==> src/rtl/mem_port_arbiter.sv <==
// mem_port_arbiter: shares one memory port between fetch (F) and data (M).
// M has priority; F is forced through after STARVE_MAX consecutive losses.
// Optional watchdog on hung memory transactions: define MEM_ARB_TIMEOUT_EN.
`timescale 1ns/1ps

module mem_port_arbiter #(
  parameter int unsigned ADDR_W     = 64,
  parameter int unsigned DATA_W     = 80,
  parameter int unsigned STARVE_MAX = 4
`ifdef MEM_ARB_TIMEOUT_EN
  , parameter int unsigned TIMEOUT  = 15
`endif
) (
  input  logic              clk_i,
  input  logic              rst_i,
  input  logic              f_req_i,
  input  logic [ADDR_W-1:0] f_addr_i,
  output logic              f_valid_o,
  output logic [DATA_W-1:0] f_rdata_o,
  output logic              f_stall_o,
  input  logic              m_req_i,
  input  logic              m_we_i,
  input  logic [ADDR_W-1:0] m_addr_i,
  input  logic [DATA_W-1:0] m_wdata_i,
  output logic              m_valid_o,
  output logic [DATA_W-1:0] m_rdata_o,
  output logic              m_err_o,
  output logic              m_stall_o,
  output logic              mem_req_o,
  output logic              mem_we_o,
  output logic [ADDR_W-1:0] mem_addr_o,
  output logic [DATA_W-1:0] mem_wdata_o,
  input  logic              mem_ack_i,
  input  logic [DATA_W-1:0] mem_rdata_i,
  input  logic              mem_err_i
);

  localparam int unsigned SC_W = $clog2(STARVE_MAX + 1);

  typedef enum logic [1:0] {IDLE, BUSY_F, BUSY_M, RESP} state_t;

  state_t            state, state_nx;
  logic [SC_W-1:0]   starve_cnt, starve_nx;
  logic              squash, squash_nx;
  logic              mem_req_nx, mem_we_nx;
  logic [ADDR_W-1:0] mem_addr_nx;
  logic [DATA_W-1:0] mem_wdata_nx;
  logic              f_valid_nx, m_valid_nx, m_err_nx;
  logic [DATA_W-1:0] f_rdata_nx, m_rdata_nx;
  logic              grant_f, req_live, done, done_err;
  logic [DATA_W-1:0] done_data;

`ifdef MEM_ARB_TIMEOUT_EN
  localparam int unsigned WC_W = $clog2(TIMEOUT + 1);
  logic [WC_W-1:0] wait_cnt;

  // Watchdog: counts cycles spent waiting on the memory slave.
  always_ff @(posedge clk_i) begin
    if (rst_i) begin
      wait_cnt <= '0;
    end else if (state == BUSY_F || state == BUSY_M) begin
      wait_cnt <= wait_cnt + WC_W'(1);
    end else begin
      wait_cnt <= '0;
    end
  end
`endif

  // Stall requests to the hazard controller.
  assign f_stall_o = f_req_i & ~f_valid_o;
  assign m_stall_o = m_req_i & ~m_valid_o;

  // State, starvation counter and all registered outputs.
  always_ff @(posedge clk_i) begin
    if (rst_i) begin
      state       <= IDLE;
      starve_cnt  <= '0;
      squash      <= 1'b0;
      mem_req_o   <= 1'b0;
      mem_we_o    <= 1'b0;
      mem_addr_o  <= '0;
      mem_wdata_o <= '0;
      f_valid_o   <= 1'b0;
      m_valid_o   <= 1'b0;
      m_err_o     <= 1'b0;
      f_rdata_o   <= '0;
      m_rdata_o   <= '0;
    end else begin
      state       <= state_nx;
      starve_cnt  <= starve_nx;
      squash      <= squash_nx;
      mem_req_o   <= mem_req_nx;
      mem_we_o    <= mem_we_nx;
      mem_addr_o  <= mem_addr_nx;
      mem_wdata_o <= mem_wdata_nx;
      f_valid_o   <= f_valid_nx;
      m_valid_o   <= m_valid_nx;
      m_err_o     <= m_err_nx;
      f_rdata_o   <= f_rdata_nx;
      m_rdata_o   <= m_rdata_nx;
    end
  end

  // Next-state: arbitration in IDLE, completion in BUSY, one-cycle response.
  always_comb begin
    state_nx     = state;
    starve_nx    = starve_cnt;
    squash_nx    = squash;
    mem_req_nx   = mem_req_o;
    mem_we_nx    = mem_we_o;
    mem_addr_nx  = mem_addr_o;
    mem_wdata_nx = mem_wdata_o;
    f_valid_nx   = 1'b0;
    m_valid_nx   = 1'b0;
    m_err_nx     = 1'b0;
    f_rdata_nx   = f_rdata_o;
    m_rdata_nx   = m_rdata_o;
    grant_f      = 1'b0;
    req_live     = 1'b0;
    done         = 1'b0;
    done_err     = 1'b0;
    done_data    = '0;

    case (state)
      IDLE: begin
        if (f_req_i && m_req_i) begin
          grant_f = (starve_cnt == SC_W'(STARVE_MAX));
        end else begin
          grant_f = f_req_i;
        end
        if (f_req_i || m_req_i) begin
          mem_req_nx = 1'b1;
          squash_nx  = 1'b0;
          if (grant_f) begin
            state_nx     = BUSY_F;
            mem_we_nx    = 1'b0;
            mem_addr_nx  = f_addr_i;
            mem_wdata_nx = '0;
            starve_nx    = '0;
          end else begin
            state_nx     = BUSY_M;
            mem_we_nx    = m_we_i;
            mem_addr_nx  = m_addr_i;
            mem_wdata_nx = m_wdata_i;
            if (f_req_i && starve_cnt != SC_W'(STARVE_MAX)) begin
              starve_nx = starve_cnt + SC_W'(1);
            end
          end
        end
      end

      BUSY_F, BUSY_M: begin
        // A requester that lets go of its request loses the response.
        req_live  = (state == BUSY_F) ? f_req_i : m_req_i;
        squash_nx = squash | ~req_live;
        if (mem_ack_i) begin
          done      = 1'b1;
          done_err  = mem_err_i;
          done_data = mem_rdata_i;
        end
`ifdef MEM_ARB_TIMEOUT_EN
        else if (wait_cnt == WC_W'(TIMEOUT - 1)) begin
          done     = 1'b1;
          done_err = 1'b1;
        end
`endif
        if (done) begin
          state_nx   = RESP;
          mem_req_nx = 1'b0;
          if (state == BUSY_F) begin
            f_valid_nx = ~squash_nx;
            f_rdata_nx = done_err ? '0 : done_data;
          end else begin
            m_valid_nx = ~squash_nx;
            m_err_nx   = done_err & ~squash_nx;
            m_rdata_nx = (mem_we_o | done_err) ? '0 : done_data;
          end
        end
      end

      RESP: state_nx = IDLE;

      default: state_nx = IDLE;
    endcase
  end

endmodule
==> config.mk <==
export PLATFORM = sky130hd
export DESIGN_NAME = mem_port_arbiter
export DESIGN_NICKNAME = d
export VERILOG_FILES = /design/src/rtl/mem_port_arbiter.sv
export SDC_FILE = /design/constraint.sdc
export NUM_CORES = 1
export LEC_CHECK = 0
export BUFFER_PORTS_ARGS = -buffer_cell sky130_fd_sc_hd__buf_2
export CORE_AREA = 3 3 236 238
export DETAILED_ROUTE_END_ITERATION = 10
export DIE_AREA = 0 0 239 241
export GPL_ROUTABILITY_DRIVEN = 0
export GPL_TIMING_DRIVEN = 0
export SETUP_SLACK_MARGIN = 0.3
export SKIP_CTS_REPAIR_TIMING = 1
export SYNTH_ARGS = -nofsm -noshare
export SYNTH_HDL_FRONTEND = slang
export SYNTH_SLANG_ARGS = --single-unit
==> constraint.sdc <==
create_clock -name clk_i -period 3.1 [get_ports clk_i]
set_clock_uncertainty 0.1 [all_clocks]
set_input_delay 0.31 -clock clk_i [delete_from_list [all_inputs] [get_ports clk_i]]
set_output_delay 0.31 -clock clk_i [all_outputs]
set_load 0.01 [all_outputs]
==> impl_metrics.env, run 1 <==
export IMPL_initial_utilization=0.2073
export IMPL_hp_start="m_addr_i[39]"
export IMPL_worst_pin_slew_ns=1.137
export IMPL_r2r_setup_slack_ns=0.47
export IMPL_vias=13120
export IMPL_peakVddDrop_v=0.0004667
export IMPL_p_sw_frac=0.3473
export IMPL_place_hpwl_um=37610
export IMPL_syn_num_nets=1380
export IMPL_grt_overflow_total=0
export IMPL_fillCellCount=5314
export IMPL_setup_tns_ns=0
export IMPL_antenna_found_initial=5
export IMPL_yosysTopAreaCell="dfxtp_1"
export IMPL_yosys_top_cells_area="dfxtp_1, a22o_1, a32oi_1, a311oi_1, nor2_1"
export IMPL_min_to="mem_addr_o[39]"
export IMPL_synth_top_area_frac=0.5652
export IMPL_ys_types=38
export IMPL_post_route_min_period_ns=2.625
export IMPL_critPathCaptureType="flip-flop"
export IMPL_synth_edf_count=0
export IMPL_worst_r2r_endpoint="mem_addr_o[57]"
export IMPL_finalSetupViolations=0
export IMPL_synthesis_area_mm2=0.01116
export IMPL_port_buffers=603
export IMPL_worstRegToRegCells=7
export IMPL_cts_buffers=36
export IMPL_slew_limit_headroom=0.2362
export IMPL_p_int_mw=8.890
export IMPL_min_period_over_period=0.8469
export IMPL_power_leakage_nw=8.661
export IMPL_startpoint_type="flip-flop"
export IMPL_ant_nets=0
export IMPL_slew_viol_final=0
export IMPL_p_sw_mw=4.731
export IMPL_grt_setup_unrepaired="no"
export IMPL_power_density_mw_per_mm2=717.0
export IMPL_violations="negative hold slack"
export IMPL_ys_seq_area_frac=0.5652
export IMPL_die_x_um=239
export IMPL_synthFlopType="dfxtp_1"
export IMPL_cts_sinks=315
export IMPL_syn_to_final_growth_pct=70.26
export IMPL_fin_nets=2296
export IMPL_dr_pass1_iters=5
export IMPL_clkLatencyLatePin_ns=0.54
export IMPL_avgViaCountPerCell=4.821
export IMPL_pwr_share_seq=0.384
export IMPL_htree_levels=2
export IMPL_cp_max_fo=10
export IMPL_worstSetupStartpoint="starve_cnt[0]"
export IMPL_routedWlPerCell_um=19.34
export IMPL_synth_most_common_cell="dfxtp_1"
export IMPL_fmax_mhz=380.9
export IMPL_cap_violations=0
export IMPL_min_path_type="input port to flip-flop"
export IMPL_yosys_top_cells_count="dfxtp_1, a22o_1, nor2_1"
export IMPL_cts_tree="yes"
export IMPL_clockPowerShare=0.310
export IMPL_drt_iter0_markers=777
export IMPL_drive_gt1_frac=0.3544
export IMPL_ys_ff_latch=315
export IMPL_gr_usage_all_layers=0.1539
export IMPL_core_area_mm2=0.05381
export IMPL_whs_path_depth=3
export IMPL_cts_clk_slew_worst_paths_ns=0.06
export IMPL_cts_buffer_depth=3
export IMPL_core_rowCount=85
export IMPL_grt_pass1_wl_um=68620
export IMPL_cp_arrival_ns=3.00
export IMPL_async_flop_share=0
export IMPL_yosys_warnings=0
export IMPL_syn_avg_cell_area_um2=10.34
export IMPL_dieArea_mm2=0.05760
export IMPL_status="finished with violations"
export IMPL_multi_input_area_mm2=0.004264
export IMPL_wl_um=52620
export IMPL_grt_max_degree=14
export IMPL_root_buffer="clkbuf_16"
export IMPL_drcViolationCount=0
export IMPL_r2r_start="starve_cnt[0]"
export IMPL_required_ns=3.48
export IMPL_synthesis_instances=1079
export IMPL_io_pins=606
export IMPL_fp_dieH_um=241
export IMPL_register_area_mm2=0.006306
export IMPL_combPwrFrac=0.307
export IMPL_finalHoldViolations=3
export IMPL_crit_type="flip-flop to flip-flop"
export IMPL_whs_ns=-0.02482
export IMPL_grt_pass1_vias=11270
## how the worst max path moves through the flow
stage | end | slack [ns]
global route | mem_addr_o[57] | 0.26
CTS | mem_wdata_o[2] | 0.17
detailed placement | mem_wdata_o[2] | 0.20
finish | mem_addr_o[57] | 0.47
global placement | f_rdata_o[22] | 0.12
floorplan | m_rdata_o[0] | 1.26
## through the flow
step,power [mW],worst slack (ns),util,instances,area [um^2]
4_1_cts,13.34,0.1687,0.3014,2444,16220
3_5_place_dp,9.073,0.2007,0.2797,2378,15050
3_3_place_gp,9.006,0.1185,0.2796,2378,15050
5_1_grt,14.30,0.2629,0.3529,2720,18990
2_1_floorplan,7.343,1.258,-,1079,11160
6_report,13.62,0.4748,0.3530,2721,19000
## per-layer routing
metal,global-route usage,routed length [um],up-vias
li1,-,-,5952
met1,0.1827,20300,6214
met2,0.2666,25450,754
met3,0.03977,4381,192
met4,0.06029,2449,6
met5,0,41,-
## layout make-up
type / instances / area share
diodes: 2 / 0.0002635
multi-input cells: 633 / 0.2245
plain buffers: 122 / 0.02990
clock buffers: 45 / 0.05236
clock inverters: 21 / 0.009090
repair buffers: 878 / 0.3043
well taps: 696 / 0.04584
flip-flops and latches: 315 / 0.3320
inverters: 9 / 0.001778
## sequential cells by signal (all words and copies together), names as in the netlist
name,flops
f_rdata_o,80
f_valid_o,1
m_err_o,1
m_rdata_o,80
m_valid_o,1
mem_addr_o,64
mem_req_o,1
mem_wdata_o,80
mem_we_o,1
squash,1
starve_cnt,3
state,2
## kinds of logic after synthesis
kind of cell / after synthesis / synth area share
adders and majority gates: 6 / 0.006729
AOI/OAI and AO/OA: 386 / 0.2777
DFF: 315 / 0.5652
and+or+nand+nor: 240 / 0.09555
buffers and inverters: 131 / 0.05394
muxes: 1 / 0.0008972
## critical path: stages (launching register included)
cell and delay [ns]:
dfxtp_1 0.36, inv_1 0.07, ha_1 0.26, a21boi_1 0.33, clkbuf_1 0.41, o21ai_0 0.13, a311oi_1 0.28, dlygate4sd3_1 0.62
## power by group through the flow
stage | logic [mW] | clock network (mW) | registers [mW]
detailed placement | 3.80 | 0 | 5.27
CTS | 3.82 | 4.32 | 5.20
floorplan | 1.79 | 0 | 5.55
global route | 4.53 | 4.48 | 5.29
finish | 4.18 | 4.22 | 5.23
global placement | 3.75 | 0 | 5.26
## placed cells by master (no fill, tap or decap), drive strengths merged, types with 2 or more instances in the layout
cell type,n
inv,12
a31oi,2
clkinv,15
dlygate4sd3,274
a21oi,6
nor4,3
diode,2
nor3b,2
a22o,161
ha,6
dfxtp,315
o21ai,67
a32oi,80
clkbuf,122
clkinvlp,2
nand2,7
or3,2
nor2,147
a311oi,64
buf,649
nand3,65
nand4,3
nor3,3
nand2b,3
Note: power is estimated with default switching activity, not from simulation.
==> run 2, diff against run 1 <==
Settings changed: ABC_AREA set to 1, CORE_AREA 3 3 236 238 to 3 3 235 237, DIE_AREA 0 0 239 241 to 0 0 238 240.
Clock period 3.1 ns to 2.65 ns, I/O delays scaled along.
==> run 2 against run 1 <==
  * The run still ends with negative hold slack left
  * Synthesized area up 11%
  * Register-to-register slack worse by 0.02 ns
  * Die area is 0.83% lower
  * Clock power is 24% higher
  * Total power up 29%
  * Non-clock buffer count shrank 1
  * Critical path depth up 2
  * Setup slack got worse by 0.019 ns
  * Critical path type unchanged
  * Largest cell class is now flip-flops and latches
==> impl_metrics.env, run 2 <==
export IMPL_status="finished with violations"
export IMPL_violations="negative hold slack"
export IMPL_hp_start="f_addr_i[39]"
export IMPL_drt_iter0_markers=914
export IMPL_yosys_top_cells_area="dfxtp_1, nand2_1, nand3_1, nor2_1, a21oi_1"
export IMPL_synthesis_instances=1704
export IMPL_power_density_mw_per_mm2=873.1
export IMPL_port_buffers=603
export IMPL_yosysTopAreaCell="dfxtp_1"
export IMPL_dpl_worst_slack_ns=0.1490
export IMPL_fillCellCount=5529
export IMPL_yosys_warnings=0
export IMPL_initial_utilization=0.2323
export IMPL_gr_usage_all_layers=0.1862
export IMPL_synth_edf_count=0
export IMPL_wl_um=59760
export IMPL_ant_nets=0
export IMPL_fmax_mhz=455.7
export IMPL_root_buffer="clkbuf_16"
export IMPL_worstSetupStartpoint="state[1]"
export IMPL_setup_tns_ns=0
export IMPL_fin_nets=2907
export IMPL_yosys_top_cells_count="nand2_1, dfxtp_1, nor2_1"
export IMPL_ys_types=23
export IMPL_min_path_type="input port to flip-flop"
export IMPL_num_antenna_cells=0
export IMPL_mostFrequentLayoutCell="buf_2"
export IMPL_syn_num_nets=2005
export IMPL_grt_setup_unrepaired="no"
export IMPL_io_pins=606
export IMPL_dieArea_mm2=0.05712
export IMPL_cts_buffers=37
export IMPL_critPathCaptureType="flip-flop"
export IMPL_ys_ff_latch=315
export IMPL_grt_pass1_wl_um=80590
export IMPL_cts_buffer_depth=3
export IMPL_clkLatencyLatePin_ns=0.54
export IMPL_power_leakage_nw=9.839
export IMPL_grt_pass1_vias=12980
export IMPL_cp_arrival_ns=2.55
export IMPL_synthesis_area_mm2=0.01243
export IMPL_slew_viol_final=0
export IMPL_cap_violations=0
export IMPL_whs_ns=-0.02105
export IMPL_die_x_um=238
export IMPL_peakVddDrop_v=0.0005491
export IMPL_syn_avg_cell_area_um2=7.293
export IMPL_cts_clk_slew_worst_paths_ns=0.06
export IMPL_ys_seq_area_frac=0.5075
export IMPL_fp_dieH_um=240
export IMPL_cts_sinks=315
export IMPL_grt_overflow_total=0
export IMPL_syn_to_final_growth_pct=62.45
export IMPL_cp_max_fo=10
export IMPL_startpoint_type="flip-flop"
export IMPL_top_regs="f_rdata_o: 80 flops, m_rdata_o: 80 flops, mem_wdata_o: 80 flops"
export IMPL_antenna_found_initial=1
export IMPL_finalSetupViolations=0
export IMPL_required_ns=3.00
export IMPL_cts_tree="yes"
export IMPL_drive_gt1_frac=0.2835
export IMPL_htree_levels=2
export IMPL_min_period_over_period=0.8281
export IMPL_slew_limit_headroom=0.4290
export IMPL_vias=14980
export IMPL_crit_type="flip-flop to flip-flop"
export IMPL_core_area_mm2=0.05350
export IMPL_synthFlopType="dfxtp_1"
export IMPL_synth_top_area_frac=0.5075
export IMPL_finalHoldViolations=15
export IMPL_routedWlPerCell_um=17.96
export IMPL_synth_most_common_cell="nand2_1"
export IMPL_avgViaCountPerCell=4.503
export IMPL_core_rowCount=85
export IMPL_dr_pass1_iters=5
export IMPL_grt_max_degree=13
export IMPL_setup_slack_ns=0.4555
export IMPL_final_cell_mix="buf_2, nand2_1, dfxtp_1"
export IMPL_power_total_mw=17.63
export IMPL_post_route_min_period_ns=2.195
export IMPL_place_hpwl_um=44390
export IMPL_async_flop_share=0
export IMPL_worst_pin_slew_ns=0.8564
export IMPL_r2r_start="state[1]"
export IMPL_drcViolationCount=0
==> run 2: changes by cell type in the layout (fill, tap and decap cells not counted), sizes merged, moves of 9 or more <==
cell	before	now
nand2	7	393
a22o	161	0
a21oi	6	164
nand3	65	214
o21ai	67	164
a32oi	80	0
nor2	147	224
inv	12	86
a311oi	64	0
buf	649	688
dlygate4sd3	274	256
clkbuf	122	107
clkinv	15	6
==> run 2: cells by family after synthesis <==
| kind of cell | synth area share |
|---|---|
| buf+inv | 0.07743 |
| xor+xnor | 0.0007049 |
| flops | 0.5075 |
| fa+ha+maj | 0.006041 |
| simple gates | 0.2763 |
| compound gates | 0.1321 |
==> run 2: layout make-up <==
| cell class | instances | area (um^2) | area share |
|---|---|---|---|
| Tap cell | 696 | 870.8 | 0.04314 |
| Multi-Input combinational cell | 1169 | 5184 | 0.2568 |
| Inverter | 84 | 317.8 | 0.01574 |
| Timing Repair Buffer | 863 | 5623 | 0.2785 |
| Sequential cell | 315 | 6306 | 0.3124 |
| Buffer | 136 | 656.9 | 0.03254 |
| Clock inverter | 12 | 145.1 | 0.007189 |
| Clock buffer | 52 | 1085 | 0.05373 |
==> run 2: power by group <==
group          switching [mW]  total, mW  internal [mW]
combinational            3.93       6.22           2.29
clock                    2.07       5.22           3.15
sequential              0.487       6.19           5.70
==> run 2: critical path, stage by stage, from the launching register on <==
cell,delay (ns)
dfxtp_1,0.39
inv_1,0.08
ha_1,0.27
buf_2,0.20
nand3_4,0.23
nor2_4,0.19
buf_12,0.15
buf_4,0.20
nand2_1,0.15
a21oi_1,0.14
==> run 2: metrics by stage <==
step	instances	cell area [um^2]	hold WS, ns	utilization
final	3327	20190	-0.02105	0.3774
after global routing	3327	20190	-0.005205	0.3774
after CTS	3067	17550	-0.1825	0.3280
after detailed placement	3003	16320	0.3522	0.3050
after global placement	3003	16320	0.3494	0.3050
after floorplan	1704	12430	0.3065	-
==> run 2: final timing paths <==
path,endpoint,slack [ns],cells past startpoint
worst max-delay path,m_rdata_o[8],0.46,9
worst min register to register,m_rdata_o[4],0.36,2
worst max register to register,m_rdata_o[8],0.46,9
worst min-delay path,mem_addr_o[39],-0.02,5
==> run 2: routing by layer <==
layer,vias up,part of all wire,track usage
li1,7333,-,-
met3,128,0.080,0.05747
met2,673,0.49,0.3297
met1,6849,0.40,0.2162
met4,0,0.030,0.05626
met5,-,0,0
==> run 3, diff against run 2 <==
Settings changed: ABC_AREA 1 to 0, CORE_AREA 3 3 235 237 to 3 3 236 238, DIE_AREA 0 0 238 240 to 0 0 239 241.
Clock period 2.65 ns to 2 ns, I/O delays scaled along.
==> run 3 against run 2 <==
  * The flow now finishes without violations
  * Critical path depth fell by 2
  * Die area rose by 0.84%
  * Core utilization fell by 0.70 points
  * Via count fell by 12%
  * Register-to-register slack got worse by 0.36 ns
  * Routed wire length fell by 7.8%
  * Global-route usage fell by 2.9 points
  * Combinational power rose by 18%
==> impl_metrics.env, run 3 (synthesized netlist as in run 1, its figures left out) <==
export IMPL_post_route_min_period_ns=1.909
export IMPL_critPathCaptureType="flip-flop"
export IMPL_crit_type="flip-flop to flip-flop"
export IMPL_slew_viol_final=0
export IMPL_grt_max_degree=15
export IMPL_setup_slack_ns=0.09107
export IMPL_startpoint_type="flip-flop"
export IMPL_final_cells=2753
export IMPL_grt_overflow_total=0
export IMPL_dr_pass1_iters=8
export IMPL_syn_to_final_growth_pct=78.65
export IMPL_register_area_mm2=0.006314
export IMPL_grt_setup_unrepaired="yes"
export IMPL_routedWlPerCell_um=20.02
export IMPL_top_regs="f_rdata_o: 80 flops, m_rdata_o: 80 flops, mem_wdata_o: 80 flops"
export IMPL_power_total_mw=22.20
export IMPL_post_place_cells=2378
export IMPL_final_area_mm2=0.01993
export IMPL_drcViolationCount=0
export IMPL_final_cell_mix="buf_2, dfxtp_1, dlygate4sd3_1"
export IMPL_status="finished clean"
export IMPL_power_density_mw_per_mm2=1114
export IMPL_cts_buffers=36
export IMPL_hp_start="m_req_i"
export IMPL_peakVddDrop_v=0.0006179
export IMPL_power_leakage_nw=9.069
export IMPL_finalSetupViolations=0
export IMPL_port_buffers=603
export IMPL_r2r_setup_slack_ns=0.09
export IMPL_vias=13180
export IMPL_drt_iter0_markers=596
export IMPL_antenna_found_initial=2
export IMPL_core_area_mm2=0.05381
export IMPL_cts_buffer_depth=3
export IMPL_die_x_um=239
export IMPL_cp_arrival_ns=2.24
export IMPL_avgViaCountPerCell=4.786
export IMPL_r2r_start="state[1]"
export IMPL_ant_nets=0
export IMPL_dpl_worst_slack_ns=-0.6950
export IMPL_grt_pass1_vias=11490
export IMPL_cts_sinks=315
export IMPL_fp_dieH_um=241
export IMPL_min_period_over_period=0.9545
export IMPL_cts_tree="yes"
export IMPL_drive_gt1_frac=0.3886
export IMPL_dieArea_mm2=0.05760
export IMPL_io_pins=606
export IMPL_place_hpwl_um=38640
export IMPL_root_buffer="clkbuf_16"
export IMPL_cap_violations=0
export IMPL_fillCellCount=5254
export IMPL_cts_clk_slew_worst_paths_ns=0.06
export IMPL_fmax_mhz=523.9
export IMPL_clkLatencyLatePin_ns=0.54
export IMPL_cp_max_fo=10
export IMPL_worst_r2r_endpoint="mem_addr_o[18]"
export IMPL_grt_pass1_wl_um=69550
export IMPL_min_to="state[1]"
export IMPL_fin_nets=2331
export IMPL_min_path_type="input port to flip-flop"
export IMPL_wl_um=55110
export IMPL_worstRegToRegCells=7
export IMPL_whs_ns=0.07171
export IMPL_postPlaceCellArea_mm2=0.01512
export IMPL_whs_path_depth=4
export IMPL_initial_utilization=0.2073
export IMPL_mostFrequentLayoutCell="buf_2"
export IMPL_worst_pin_slew_ns=0.7636
export IMPL_multi_input_area_mm2=0.004429
export IMPL_htree_levels=2
export IMPL_finalHoldViolations=0
export IMPL_slew_limit_headroom=0.4910
export IMPL_gr_usage_all_layers=0.1574
export IMPL_required_ns=2.33
export IMPL_core_rowCount=85
run 3: changes by cell type in the layout (fill, tap and decap cells not counted), sizes merged, moves of 76 or more:
cell and delta:
a22o +161, a32oi +80, nand3 -149, nand2 -386, a21oi -158, o21ai -97
nor2 -77, inv -76
run 3: report_power, final:
group | switching (mW) | internal, mW
registers | 0.702 | 7.43
clock network | 2.77 | 3.93
logic | 4.15 | 3.22
total | 7.63 | 14.6
run 3: stage by stage:
| stage | util | TNS, ns |
|---|---|---|
| final | 0.3704 | 0 |
| after global routing | 0.3703 | -0.2124 |
| after CTS | 0.3032 | -105.47 |
| after detailed placement | 0.2810 | -117.16 |
| after global placement | 0.2810 | -102.42 |
| after floorplan | - | 0 |
run 3: worst max-delay path: stages (launching register included):
cell	delay [ns]
dfxtp_2	0.34
inv_2	0.09
ha_4	0.15
o21a_2	0.21
clkbuf_4	0.26
clkbuf_4	0.26
nor2_1	0.07
a311oi_1	0.31
run 3: layer usage:
metal  routed length [um]  global-route usage  vias up
li1                     -                   -     6022
met5                    0                   0        -
met1                21370              0.1764     6277
met2                27320              0.2776      733
met4                 2527             0.07110        0
met3                 3896             0.04548      144
run 3: cell type report:
| type | count | share of cell area |
|---|---|---|
| plain buffers | 122 | 0.04181 |
| clock inverters | 17 | 0.008098 |
| clock buffers | 47 | 0.05191 |
| flip-flops and latches | 315 | 0.3168 |
| diodes | 1 | 0.0001255 |
| well taps | 696 | 0.04369 |
| multi-input cells | 633 | 0.2222 |
| inverters | 9 | 0.001695 |
| repair buffers | 913 | 0.3137 |
run 3: how the worst max path moves through the flow:
stage | from | end | slack (ns) | cells past startpoint
2_1_floorplan | starve_cnt[0] | mem_wdata_o[0] | 0.29 | 6
3_3_place_gp | rst_i | m_rdata_o[21] | -0.64 | 5
3_5_place_dp | rst_i | m_rdata_o[25] | -0.69 | 5
4_1_cts | state[1] | f_rdata_o[25] | -0.59 | 6
6_report | state[1] | mem_addr_o[18] | 0.09 | 7
5_1_grt | state[1] | mem_addr_o[31] | -0.06 | 7
